## config.mk

```make
export PLATFORM = sky130hd
export DESIGN_NAME = mem_refill_arbiter
export DESIGN_NICKNAME = d
export VERILOG_FILES = /design/src/rtl/mem_refill_arbiter.sv
export SDC_FILE = /design/constraint.sdc
export NUM_CORES = 1
export LEC_CHECK = 0
export CELL_PAD_IN_SITES_DETAIL_PLACEMENT = 0
export CELL_PAD_IN_SITES_GLOBAL_PLACEMENT = 1
export CORE_ASPECT_RATIO = 1.25
export CORE_MARGIN = 5
export CORE_UTILIZATION = 35
export DETAILED_ROUTE_END_ITERATION = 7
export GPL_ROUTABILITY_DRIVEN = 1
export GPL_TIMING_DRIVEN = 0
export PLACE_DENSITY_LB_ADDON = 0.25
export SLEW_MARGIN = 25
export SYNTH_ARGS = -nofsm -noshare
export SYNTH_HDL_FRONTEND = slang
export SYNTH_SLANG_ARGS = --single-unit
```

## constraint.sdc

```tcl
create_clock -name clk -period 6.22 [get_ports clk]
set_clock_uncertainty 0.1 [all_clocks]
set_input_delay 0.933 -clock clk [delete_from_list [all_inputs] [get_ports clk]]
set_output_delay 0.933 -clock clk [all_outputs]
set_load 0.02 [all_outputs]
```

## src/rtl/mem_refill_arbiter.sv

```systemverilog
// mem_refill_arbiter: shares one memory port between ICache refills and
// DCache refills/writebacks. Round-robin grant, LINE_WORDS-beat burst,
// one beat per mem_ack, then a one-cycle release with the done pulse.
module mem_refill_arbiter #(
   parameter int ADDR_W     = 32,
   parameter int DATA_W     = 32,
   parameter int LINE_WORDS = 4
) (
   input  logic              clk,
   input  logic              CpuRst,
   input  logic              ic_req,
   input  logic [ADDR_W-1:0] ic_addr,
   output logic [DATA_W-1:0] ic_rdata,
   output logic              ic_rvalid,
   output logic              ic_done,
   input  logic              dc_req,
   input  logic              dc_we,
   input  logic [ADDR_W-1:0] dc_addr,
   input  logic [DATA_W-1:0] dc_wdata,
   output logic              dc_wnext,
   output logic [DATA_W-1:0] dc_rdata,
   output logic              dc_rvalid,
   output logic              dc_done,
   output logic              mem_req,
   output logic              mem_we,
   output logic [ADDR_W-1:0] mem_addr,
   output logic [DATA_W-1:0] mem_wdata,
   input  logic              mem_ack,
   input  logic [DATA_W-1:0] mem_rdata
);
   localparam int BW    = $clog2(LINE_WORDS);
   localparam int OFF_W = BW + 2;
   localparam logic [ADDR_W-1:0] LINE_MASK = ~ADDR_W'((LINE_WORDS * 4) - 1);

   typedef enum logic [1:0] {S_IDLE = 2'd0, S_BURST = 2'd1, S_RELEASE = 2'd2} state_t;

   state_t            state, state_nx;
   logic [BW-1:0]     beat, beat_nx, beat_inc;
   logic              owner_d, owner_d_nx;   // 1 = DCache owns the port
   logic              last_d, last_d_nx;     // last grant went to DCache
   logic              we_r, we_nx;
   logic [ADDR_W-1:0] base, base_nx, sel_addr;
   logic              mem_req_nx, mem_we_nx;
   logic [ADDR_W-1:0] mem_addr_nx;
   logic [DATA_W-1:0] ic_rdata_nx, dc_rdata_nx;
   logic              ic_rvalid_nx, ic_done_nx, dc_rvalid_nx, dc_wnext_nx, dc_done_nx;
   logic              grant_d, beat_ack, last_beat;

   // Tie goes to whoever was not granted last.
   assign grant_d   = dc_req & (~ic_req | ~last_d);
   assign sel_addr  = grant_d ? dc_addr : ic_addr;
   assign beat_ack  = (state == S_BURST) & mem_req & mem_ack;
   assign last_beat = (beat == BW'(LINE_WORDS - 1));
   assign beat_inc  = beat + BW'(1);

   // Write data passes straight through while a DCache writeback owns the port.
   assign mem_wdata = ((state == S_BURST) && owner_d && we_r) ? dc_wdata : '0;

   // State and all registered outputs; reset aborts any burst without a done.
   always_ff @(posedge clk or posedge CpuRst) begin
      if (CpuRst) begin
         state     <= S_IDLE;
         beat      <= '0;
         owner_d   <= 1'b0;
         last_d    <= 1'b0;
         we_r      <= 1'b0;
         base      <= '0;
         mem_req   <= 1'b0;
         mem_we    <= 1'b0;
         mem_addr  <= '0;
         ic_rdata  <= '0;
         ic_rvalid <= 1'b0;
         ic_done   <= 1'b0;
         dc_rdata  <= '0;
         dc_rvalid <= 1'b0;
         dc_wnext  <= 1'b0;
         dc_done   <= 1'b0;
      end else begin
         state     <= state_nx;
         beat      <= beat_nx;
         owner_d   <= owner_d_nx;
         last_d    <= last_d_nx;
         we_r      <= we_nx;
         base      <= base_nx;
         mem_req   <= mem_req_nx;
         mem_we    <= mem_we_nx;
         mem_addr  <= mem_addr_nx;
         ic_rdata  <= ic_rdata_nx;
         ic_rvalid <= ic_rvalid_nx;
         ic_done   <= ic_done_nx;
         dc_rdata  <= dc_rdata_nx;
         dc_rvalid <= dc_rvalid_nx;
         dc_wnext  <= dc_wnext_nx;
         dc_done   <= dc_done_nx;
      end
   end

   // Next state: grant from idle, leave burst on the last acked beat.
   always_comb begin
      state_nx = state;
      case (state)
         S_IDLE:    if (ic_req | dc_req) state_nx = S_BURST;
         S_BURST:   if (beat_ack & last_beat) state_nx = S_RELEASE;
         S_RELEASE: state_nx = S_IDLE;
         default:   state_nx = S_IDLE;
      endcase
   end

   // Next values of the registered outputs and burst context.
   always_comb begin
      beat_nx      = beat;
      owner_d_nx   = owner_d;
      last_d_nx    = last_d;
      we_nx        = we_r;
      base_nx      = base;
      mem_req_nx   = mem_req;
      mem_we_nx    = mem_we;
      mem_addr_nx  = mem_addr;
      ic_rdata_nx  = ic_rdata;
      dc_rdata_nx  = dc_rdata;
      ic_rvalid_nx = 1'b0;
      ic_done_nx   = 1'b0;
      dc_rvalid_nx = 1'b0;
      dc_wnext_nx  = 1'b0;
      dc_done_nx   = 1'b0;
      if ((state == S_IDLE) && (ic_req | dc_req)) begin
         owner_d_nx  = grant_d;
         last_d_nx   = grant_d;
         base_nx     = sel_addr & LINE_MASK;
         we_nx       = grant_d & dc_we;
         beat_nx     = '0;
         mem_req_nx  = 1'b1;
         mem_addr_nx = sel_addr & LINE_MASK;
         mem_we_nx   = grant_d & dc_we;
      end else if (beat_ack) begin
         if (we_r) begin
            dc_wnext_nx = 1'b1;
         end else if (owner_d) begin
            dc_rdata_nx  = mem_rdata;
            dc_rvalid_nx = 1'b1;
         end else begin
            ic_rdata_nx  = mem_rdata;
            ic_rvalid_nx = 1'b1;
         end
         if (last_beat) begin
            mem_req_nx = 1'b0;
            mem_we_nx  = 1'b0;
            dc_done_nx = owner_d;
            ic_done_nx = ~owner_d;
         end else begin
            // Beat index only fills the in-line offset, so no carry into the tag.
            beat_nx     = beat_inc;
            mem_addr_nx = base | {{(ADDR_W - OFF_W){1'b0}}, beat_inc, 2'b00};
         end
      end
   end

endmodule

```

==> summary.txt <==
Placed design
  • Hpwl dp: 15.4 mm
  • Placed cells: roughly 980
  • Final RePlAce weighted congestion: 0.836
  • I/O Buffers: 258

Floorplan
  • FP Rows: between 50 and 60
  • Std-Cell Core Area: 17500 sq um
  • Die ar.: 20600 sq um
  • Io pins: 269
  • Die W: 129 um
  • Initial core utilization: 35.7%
  • Die Ht: 159 um

Pwr
  • Peak supply drop: ~190 uV
  • Final Total Pwr: 5200 uW
  • Leak Pwr: about 0.0040 uW
  • Pwr Density: 531 nW/um^2

Route
  • Met2 WL post-DR: 10.1 mm
  • Wl on met1: about 8.7 mm
  • Number of DRC markers in iteration 0: approximately 280
  • Top sig layer: met4
  • DR vias: about 5.3k
  • DRC Markers: 0
  • Antenna-violating nets left: 0
  • Drt wl/cell: 20.5 um
  • DRT Pass-1 Iters: 5
  • Mean number of vias per cell: 5.21
  • DR WL met3: ~1.4 mm
  • Total wire length: 20.8 mm

Logic synthesis
  • FF+latch count, synth: 133
  • YS warnings: 0
  • Syn avg cell area: 12.5 sq um
  • Number of flops mapped to enable cells by yosys: 0
  • Prevailing post-synth register cell: dfrtp_1
  • Sequential-to-total area share from yosys stat: roughly 53%
  • Mapped Cells: 498
  • Ys async rst share: 100%
  • Synth cell types: 38
  • Cell Area, Synth: 6240 sq um

Timing
  • Fin. max-slew vios: 0
  • Final setup viols: 0
  • Fmax: between 200 and 300 MHz
  • Slew margin rel.: between 50% and 60%
  • Unrepaired setup endpoints after global routing: no
  • Actual transition at the worst max-transition pin: roughly 0.61 ns
  • Final Hold Fails: 0
  • Period minus WS final: 3.74 ns
  • Ratio of final minimum period to clock period: 60.1%

Final layout
  • Layout net count: 912
  • Most common cell after layout, fill and taps aside: clkdlybuf4s50_1
  • Commonest cells after routing, fill and taps aside: clkdlybuf4s50_1 (258), dfrtp_1 (133), a32o_1 (47)
  • Multi-input logic area: 2660 sq um
  • Area growth syn-to-layout: 56.8%
  • Final design utilization: 55.9%
  • Sequential cell area: 3330 sq um
  • Number of fill cells: between 1k and 1.5k
  • Final cell count without fillers: 1014
  • Layout cells sized above 1: about 16%
  • Antenna cells: 0

Clock network
  • CTS Buf Count: 17
  • H-tree levels: 4
  • Post-CTS Setup Bufs: 0
  • Clk sink count: 133
  • Clk slew on worst S/H paths: roughly 0.060 ns
  • CTS tree: yes
  • Clock Latency Late Sink: 0.41 ns
  • Post-CTS sizing: 0
  • Root buf cell: clkbuf_16
  • CTS Hold Bufs: 0
  • Clk buf depth: 2

Worst setup path
  • CP Data Required Time: between 5 and 6 ns
  • Kind of critical path: reg2out
  • Crit path DAT: 2.71 ns
  • Crit path max-delay cell type: clkdlybuf4s50_1
  • Crit path capture type: primary output
  • Startpoint types: flop
  • Worst reg-to-reg setup slack: around 3.9 ns
  • Reg2reg end: mem_addr[30]
  • Worst R2R Path Depth: 6
  • Family with the most delay on the worst path: buffers and inverters
  • RR Startpoint: beat[0]
  • CP Depth: 6
  • Largest stage delay, worst path: approximately 0.62 ns
  • Crit Path Max Fanout: 10
  • Buffers plus inverters on the worst setup path: 3
  • Crit. Startpoint: state[0]
  • CP Cell Sequence: buf_2, nand2_1, nor3b_1, clkbuf_1, and2_1, clkdlybuf4s50_1
  • Critical Path End: mem_wdata[24]

Flow run
  • Max cap viols: 0

Outcome
  • Status: finished clean

Hold path
  • Tightest Hold Check Type: reg2reg

GRT
  • Antenna violations before repair: 0
  • Largest net degree at the start of global routing: 69
  • First-pass GRT wire length: around 32 mm
  • Overflow after GRT: 0
  • All-layer global routing usage: 19.7%
  • Vias in the first global route: 5812
## how the worst min path moves through the flow
stage | start | to | slack, ns | cells after the start
2_1_floorplan | last_d | ic_done | 0.38 | 1
3_3_place_gp | mem_addr[26] | mem_addr[26] | 0.38 | 1
3_5_place_dp | mem_addr[24] | mem_addr[24] | 0.38 | 1
4_1_cts | mem_addr[24] | mem_addr[24] | 0.40 | 1
5_1_grt | mem_addr[10] | mem_addr[10] | 0.42 | 1
6_report | mem_addr[19] | mem_addr[19] | 0.40 | 1
## metrics by stage
step | setup WS [ns] | hold WS [ns] | cell area, sq um | TNS (ns)
2_1_floorplan | 1.63 | 0.383 | 6250 | 0
3_3_place_gp | -0.204 | 0.382 | 9110 | -25.63
5_1_grt | 2.19 | 0.416 | 9790 | 0
6_report | 2.48 | 0.398 | 9790 | 0
3_5_place_dp | 2.86 | 0.384 | 9150 | 0
4_1_cts | 2.39 | 0.398 | 9790 | 0
## layout make-up
| class | instances | area share, % |
|---|---|---|
| Sequential cell | 133 | 34.0 |
| Tap cell | 224 | 2.86 |
| Clock inverter | 13 | 1.97 |
| Multi-Input combinational cell | 311 | 27.1 |
| Inverter | 5 | 0.268 |
| Clock buffer | 19 | 4.63 |
| Buffer | 50 | 2.49 |
| Timing Repair Buffer | 259 | 26.7 |
## cells in the mapped netlist (2+ instances only)
cell type | number | area, sq um
dfrtp_1 | 133 | 3330
a32o_1 | 47 | 470
nand2_1 | 41 | 154
mux2_2 | 35 | 394
and2_1 | 33 | 206
clkbuf_1 | 29 | 109
mux2_4 | 29 | 435
or3_1 | 29 | 181
nor4b_1 | 28 | 245
o211a_1 | 28 | 280
buf_2 | 12 | 60.1
o22ai_1 | 10 | 62.6
inv_1 | 5 | 18.8
nor2_1 | 5 | 18.8
buf_6 | 4 | 45.0
buf_4 | 3 | 22.5
a21o_1 | 2 | 15.0
a21oi_1 | 2 | 10.0
buf_1 | 2 | 7.51
nand2b_1 | 2 | 12.5
o21ai_0 | 2 | 10.0
## registers in the layout (all words and copies together), names as in the netlist, 2 cells and up
name      count
base         28
dc_rdata     32
ic_rdata     32
mem_addr     29
state         2
## worst register-to-register path, cell delays in order (launching register included)
cell and delay [ns]:
dfrtp_1 0.37, ha_1 0.26, inv_1 0.08, clkbuf_1 0.29, a22oi_2 0.58, buf_2 0.37
a32o_1 0.17
## cells by family after synthesis
family	after synthesis	share of synthesized area (%)
simple gates	149	14.7
flops	133	53.3
compound gates	95	14.2
mux	64	13.3
buf+inv	55	4.21
fa+ha+maj	1	0.200
other cells	1	0.0601
## power by group
group	switching (uW)	internal, uW	leakage (uW)
clock network	399	699	0.000311
logic	1210	1350	0.00217
registers	252	1300	0.00155
total	1860	3340	0.00404
## per-layer routing
layer | up-vias | track usage, %
met5 | - | 0
met4 | 0 | 7.94
met3 | 38 | 4.90
met2 | 238 | 32.3
met1 | 2592 | 24.9
li1 | 2418 | -
No activity file was read; power rests on OpenSTA's default activity.
